### config.mk
export PLATFORM = sky130hd
export DESIGN_NAME = dmem_arbiter
export DESIGN_NICKNAME = d
export VERILOG_FILES = /design/src/rtl/dmem_arbiter.sv
export SDC_FILE = /design/constraint.sdc
export NUM_CORES = 1
export LEC_CHECK = 0
export ABC_AREA = 1
export CELL_PAD_IN_SITES_DETAIL_PLACEMENT = 1
export CELL_PAD_IN_SITES_GLOBAL_PLACEMENT = 1
export CORE_AREA = 3 3 119 121
export CTS_CLUSTER_SIZE = 40
export DETAILED_ROUTE_END_ITERATION = 10
export DIE_AREA = 0 0 122 124
export DONT_BUFFER_PORTS = 1
export GPL_TIMING_DRIVEN = 1
export PLACE_DENSITY = 0.49
export SYNTH_ARGS = -nofsm -noshare
export SYNTH_HDL_FRONTEND = slang
export SYNTH_SLANG_ARGS = --single-unit
### constraint.sdc
create_clock -name clk -period 4.41 [get_ports clk]
set_clock_uncertainty 0.15 [all_clocks]
set_input_delay 0.441 -clock clk [delete_from_list [all_inputs] [get_ports clk]]
set_output_delay 0.441 -clock clk [all_outputs]
set_load 0.005 [all_outputs]
### src/rtl/dmem_arbiter.sv
// Round-robin arbiter sharing the DataMemory user port between
// the core data port (port 0) and a secondary agent (port 1).
module dmem_arbiter #(
    parameter int ADDR_WIDTH = 32,
    parameter int DATA_WIDTH = 32,
    parameter int WE_WIDTH   = 4
) (
    input  logic                  clk,
    input  logic                  rst,
    input  logic                  i_req0_ren,
    input  logic [WE_WIDTH-1:0]   i_req0_wen,
    input  logic [ADDR_WIDTH-1:0] i_req0_addr,
    input  logic [DATA_WIDTH-1:0] i_req0_data,
    output logic [DATA_WIDTH-1:0] o_req0_data,
    output logic                  o_req0_stall,
    input  logic                  i_req1_ren,
    input  logic [WE_WIDTH-1:0]   i_req1_wen,
    input  logic [ADDR_WIDTH-1:0] i_req1_addr,
    input  logic [DATA_WIDTH-1:0] i_req1_data,
    output logic [DATA_WIDTH-1:0] o_req1_data,
    output logic                  o_req1_stall,
    output logic                  o_mem_ren,
    output logic [WE_WIDTH-1:0]   o_mem_wen,
    output logic [ADDR_WIDTH-1:0] o_mem_addr,
    output logic [DATA_WIDTH-1:0] o_mem_data,
    input  logic [DATA_WIDTH-1:0] i_mem_data,
    input  logic                  i_mem_stall,
    output logic [1:0]            o_grant
);

    typedef enum logic [1:0] {
        IDLE   = 2'd0,
        GRANT0 = 2'd1,
        GRANT1 = 2'd2
    } state_t;

    state_t state, state_nx;
    logic   last, last_nx;
    logic   req0, req1;

    assign req0 = i_req0_ren | (|i_req0_wen);
    assign req1 = i_req1_ren | (|i_req1_wen);

    assign o_req0_data = i_mem_data;
    assign o_req1_data = i_mem_data;

    always_ff @(posedge clk) begin
        if (rst) begin
            state <= IDLE;
            last  <= 1'b1;
        end else begin
            state <= state_nx;
            last  <= last_nx;
        end
    end

    always_comb begin
        state_nx     = state;
        last_nx      = last;
        o_mem_ren    = 1'b0;
        o_mem_wen    = '0;
        o_mem_addr   = '0;
        o_mem_data   = '0;
        o_req0_stall = req0;
        o_req1_stall = req1;
        o_grant      = 2'b00;
        case (state)
            IDLE: begin
                // On a tie the port that was not served last wins
                unique case (1'b1)
                    req0 & (~req1 | last):  state_nx = GRANT0;
                    req1 & (~req0 | ~last): state_nx = GRANT1;
                    default:                state_nx = IDLE;
                endcase
            end
            GRANT0: begin
                o_mem_ren    = i_req0_ren;
                o_mem_wen    = i_req0_wen;
                o_mem_addr   = i_req0_addr;
                o_mem_data   = i_req0_data;
                o_req0_stall = req0 & i_mem_stall;
                o_grant      = 2'b01;
                if (!i_mem_stall) begin
                    state_nx = IDLE;
                    if (req0)
                        last_nx = 1'b0;
                end
            end
            GRANT1: begin
                o_mem_ren    = i_req1_ren;
                o_mem_wen    = i_req1_wen;
                o_mem_addr   = i_req1_addr;
                o_mem_data   = i_req1_data;
                o_req1_stall = req1 & i_mem_stall;
                o_grant      = 2'b10;
                if (!i_mem_stall) begin
                    state_nx = IDLE;
                    if (req1)
                        last_nx = 1'b1;
                end
            end
            default: state_nx = IDLE;
        endcase
    end

endmodule

==> results list <==
- Effective utilization at floorplan: 15.14%
* Number of antenna violations at the first check in global routing: 0
- After clock tree synthesis, the setup repair step added 0 buffers.
- Final worst-path setup slack: 1.621 ns
- TritonCTS built the clock tree.
- Areal power density over the cells: 295.0 nW/um^2
- The core region is 13190 um^2.
- Netlist cell types: 19
- Area fraction of the dominant cell type after synthesis: 27.82%
* Cell accounting for the most synthesized area: sky130_fd_sc_hd__nand2_1
* Gate power share: 62.4%
* Sequential Power Share: 7.4%
- During I/O placement, the number of pins put on the boundary was 310.
* Antenna-violating nets left: 0
- After clock tree synthesis, the clock-pin slew on the worst setup and hold paths is 0.03 ns.
- Routed length per placed instance: 15.35 um
- Derived from the worst setup path, the maximum achievable clock frequency is 0.3586 GHz.
- The number of clock buffers added by TritonCTS is 3.
- Latest clock arrival within the worst-skew pair: 0.23 ns
- At the worst endpoint, the required time is 3.82 ns.
* Max cap viols: 0
- In the post-synthesis netlist, the cell with the most instances is sky130_fd_sc_hd__nand2_1.
* First-iteration detailed-routing DRC count: 33
* Share of power burned in the clock network: 30.2%
- Final estimated routing congestion in global placement: 0.6365
* Synthesized cell area: 1997 um^2
* Total DRC errors in the routed layout: 0
* Clk buf depth: 2
* NumNets Final: 441
- At the pin with the least slew margin, the transition time is 0.9991 ns.
* Shortest clock period the worst path allows after layout: 2.789 ns
- In the synthesized netlist the dominant register cell turns out to be sky130_fd_sc_hd__dfxtp_1.
* Number of levels the H-tree was split into: 1
- Net switching is 53.52% of the power.
* Total iterations of the first detailed-routing run: 4
- Arrival time of the worst setup path: 2.20 ns
- Register-to-Register Setup Slack: 2.14 ns
- Clock tree synthesis selected as its root buffer the cell sky130_fd_sc_hd__clkbuf_16.
* Source of the critical timing path: state[0]$_SDFFE_PP0P_
* Net count of the mapped netlist: 520
- Layout-stage area growth over the synthesis result: -18.11%
- Cells on worst reg2reg path: 8
* Worst min-delay path class: primary input to register
- Setup repair after global routing missed its margin: false
- The worst-case IR drop observed on VDD is 0.1403 mV.
- The first global-routing pass estimated 9377 um of wire.
* Vias in the first global route: 1859
- The run finished with clean final reports.
- For this run the aggregate overflow at the end of global routing stands at 0.
* Global-route usage over all layers: 7.793%
- The worst setup path is launched from a register.
- Critical Path End: o_mem_data[0]
* Syn. warnings: 0
- The endpoint identified for the worst register-to-register timing path is last$_SDFFE_PP1P_.
* Final count of hold timing violations: 0
- Clk sink count: 3
- Proportion of layout cells with a drive suffix above 1: 20.23%
- Once detailed placement completed, the half-perimeter wirelength came to 5465 um.
- For this design the static power due to leakage is 0.0004029 uW.
* Async set-or-reset flop fraction in the synthesized netlist: 0%
- Summing the sequential cell areas from Yosys gives 3.008% of the chip area.
* Post-CTS Resized: 0
* Worst Setup Slack post-DPL: 1.770 ns
* Top cells by area, synth: sky130_fd_sc_hd__nand2_1, sky130_fd_sc_hd__buf_4, sky130_fd_sc_hd__a21oi_2, sky130_fd_sc_hd__a21oi_1, sky130_fd_sc_hd__buf_8
- Number of buffers inserted by port buffering: 0
- By count the netlist is led by sky130_fd_sc_hd__nand2_1, sky130_fd_sc_hd__buf_4, sky130_fd_sc_hd__a21oi_1, sky130_fd_sc_hd__a21oi_2, sky130_fd_sc_hd__inv_1.
* Syn Inst Count: 342
- Post-synthesis register bit count: 3
- The repair_antennas step left the layout with diodes totalling 0.
- EDFF count, synth: 0
- CP endpoint kind: output pin
* Height of the chip: 124 um
- Die span in x: 122 um
* Synth Area per Inst: 5.839 um^2
* Final non-filler cell total: 438
- In this run the core area contains 42 standard-cell rows.
- Final-report max-slew violation count: 0
- Internal: 224.2 uW
- Net load switching power: 258.1 uW
- Hold buffer count at cts: 0
* WS Path Type: register to output pin
- Across all layers, the routed design uses 1792 vias.
- Setup violations remaining at the end of the flow were counted as 0.
* Worst r2r src: state[1]$_SDFFE_PP0P_
- Of all nets on the critical path, the largest fanout is 52.
* Average via count per standard cell: 4.091
- Entering global routing, the biggest net connects 55 pins.
* Relative max-transition margin: 33.39%
- Overall die area: 15130 um^2
* Final period util: 63.24%
- Post-Route WL: 6725 um
- Final design utilization: 12.40%
- Setup total negative slack on the finished layout was measured at 0 ns.
* # placed instances: 434
[metal layers]
layer  GRT usage [%]  wire [um]  vias up  share of wire (%)
met2           15.23       3562      120                 53
li1                -          -      846                  -
met5               0          0        -                  0
met4           3.081        140        0                2.1
met3           3.315        816       18                 12
met1           7.055       2206      808                 33
[worst min path at each step]
stage,startpoint,to,cells after the start
final,rst,state[1]$_SDFFE_PP0P_,1
after floorplan,last$_SDFFE_PP1P_,last$_SDFFE_PP1P_,2
after global routing,rst,state[1]$_SDFFE_PP0P_,1
after detailed placement,last$_SDFFE_PP1P_,last$_SDFFE_PP1P_,2
after global placement,last$_SDFFE_PP1P_,last$_SDFFE_PP1P_,2
after CTS,rst,state[1]$_SDFFE_PP0P_,1
[cells in the final DEF (no fill, tap or decap), drive strengths merged]
cell type,instances
nand2,152
a21oi,72
inv,12
nor2,5
nand3,5
ha,5
clkbuf,4
dfxtp,3
buf,3
nand4,1
[power by group through the flow]
stage | logic [uW] | registers (uW) | clock network [uW]
4_1_cts | 317 | 35.9 | 148
2_1_floorplan | 356 | 35.1 | 0
5_1_grt | 350 | 36.8 | 151
3_5_place_dp | 317 | 36.2 | 0
6_report | 301 | 35.7 | 146
3_3_place_gp | 301 | 35.6 | 0
[through the flow]
stage	area (um^2)	hold WS, ns	power [uW]
2_1_floorplan	1997	0.3054	390.6
3_5_place_dp	1556	0.3371	352.8
3_3_place_gp	1556	0.3245	336.8
6_report	1635	0.1217	482.4
5_1_grt	1635	0.1246	537.8
4_1_cts	1635	0.1188	501.4
[flip-flops by register name, indices dropped and copies added (netlist names)]
| register | cells |
|---|---|
| last | 1 |
| state | 2 |
[worst max-delay path, stage by stage, from the launching register on]
cell,delay (ns)
sky130_fd_sc_hd__dfxtp_1,0.33
sky130_fd_sc_hd__inv_1,0.11
sky130_fd_sc_hd__ha_2,0.86
sky130_fd_sc_hd__buf_4,0.38
sky130_fd_sc_hd__nand2_1,0.07
sky130_fd_sc_hd__a21oi_1,0.21
[area by class of cell]
| cell class | instances | area [um^2] |
|---|---|---|
| Fill cell | 1662 | 11550 |
| Multi-Input combinational cell | 240 | 1209 |
| Tap cell | 176 | 220.2 |
| Clock buffer | 4 | 78.83 |
| Sequential cell | 3 | 60.06 |
| Inverter | 12 | 45.04 |
| Timing Repair Buffer | 3 | 22.52 |
[logic make-up (layout without fill, tap and decap cells)]
| family | Yosys count | in the layout | synth area share [%] |
|---|---|---|---|
| flops | 3 | 3 | 3.008 |
| buf+inv | 99 | 19 | 36.72 |
| fa+ha+maj | 5 | 5 | 3.133 |
| simple gates | 163 | 163 | 32.33 |
| compound gates | 72 | 72 | 24.81 |
Note: power is estimated with default switching activity, not from simulation.
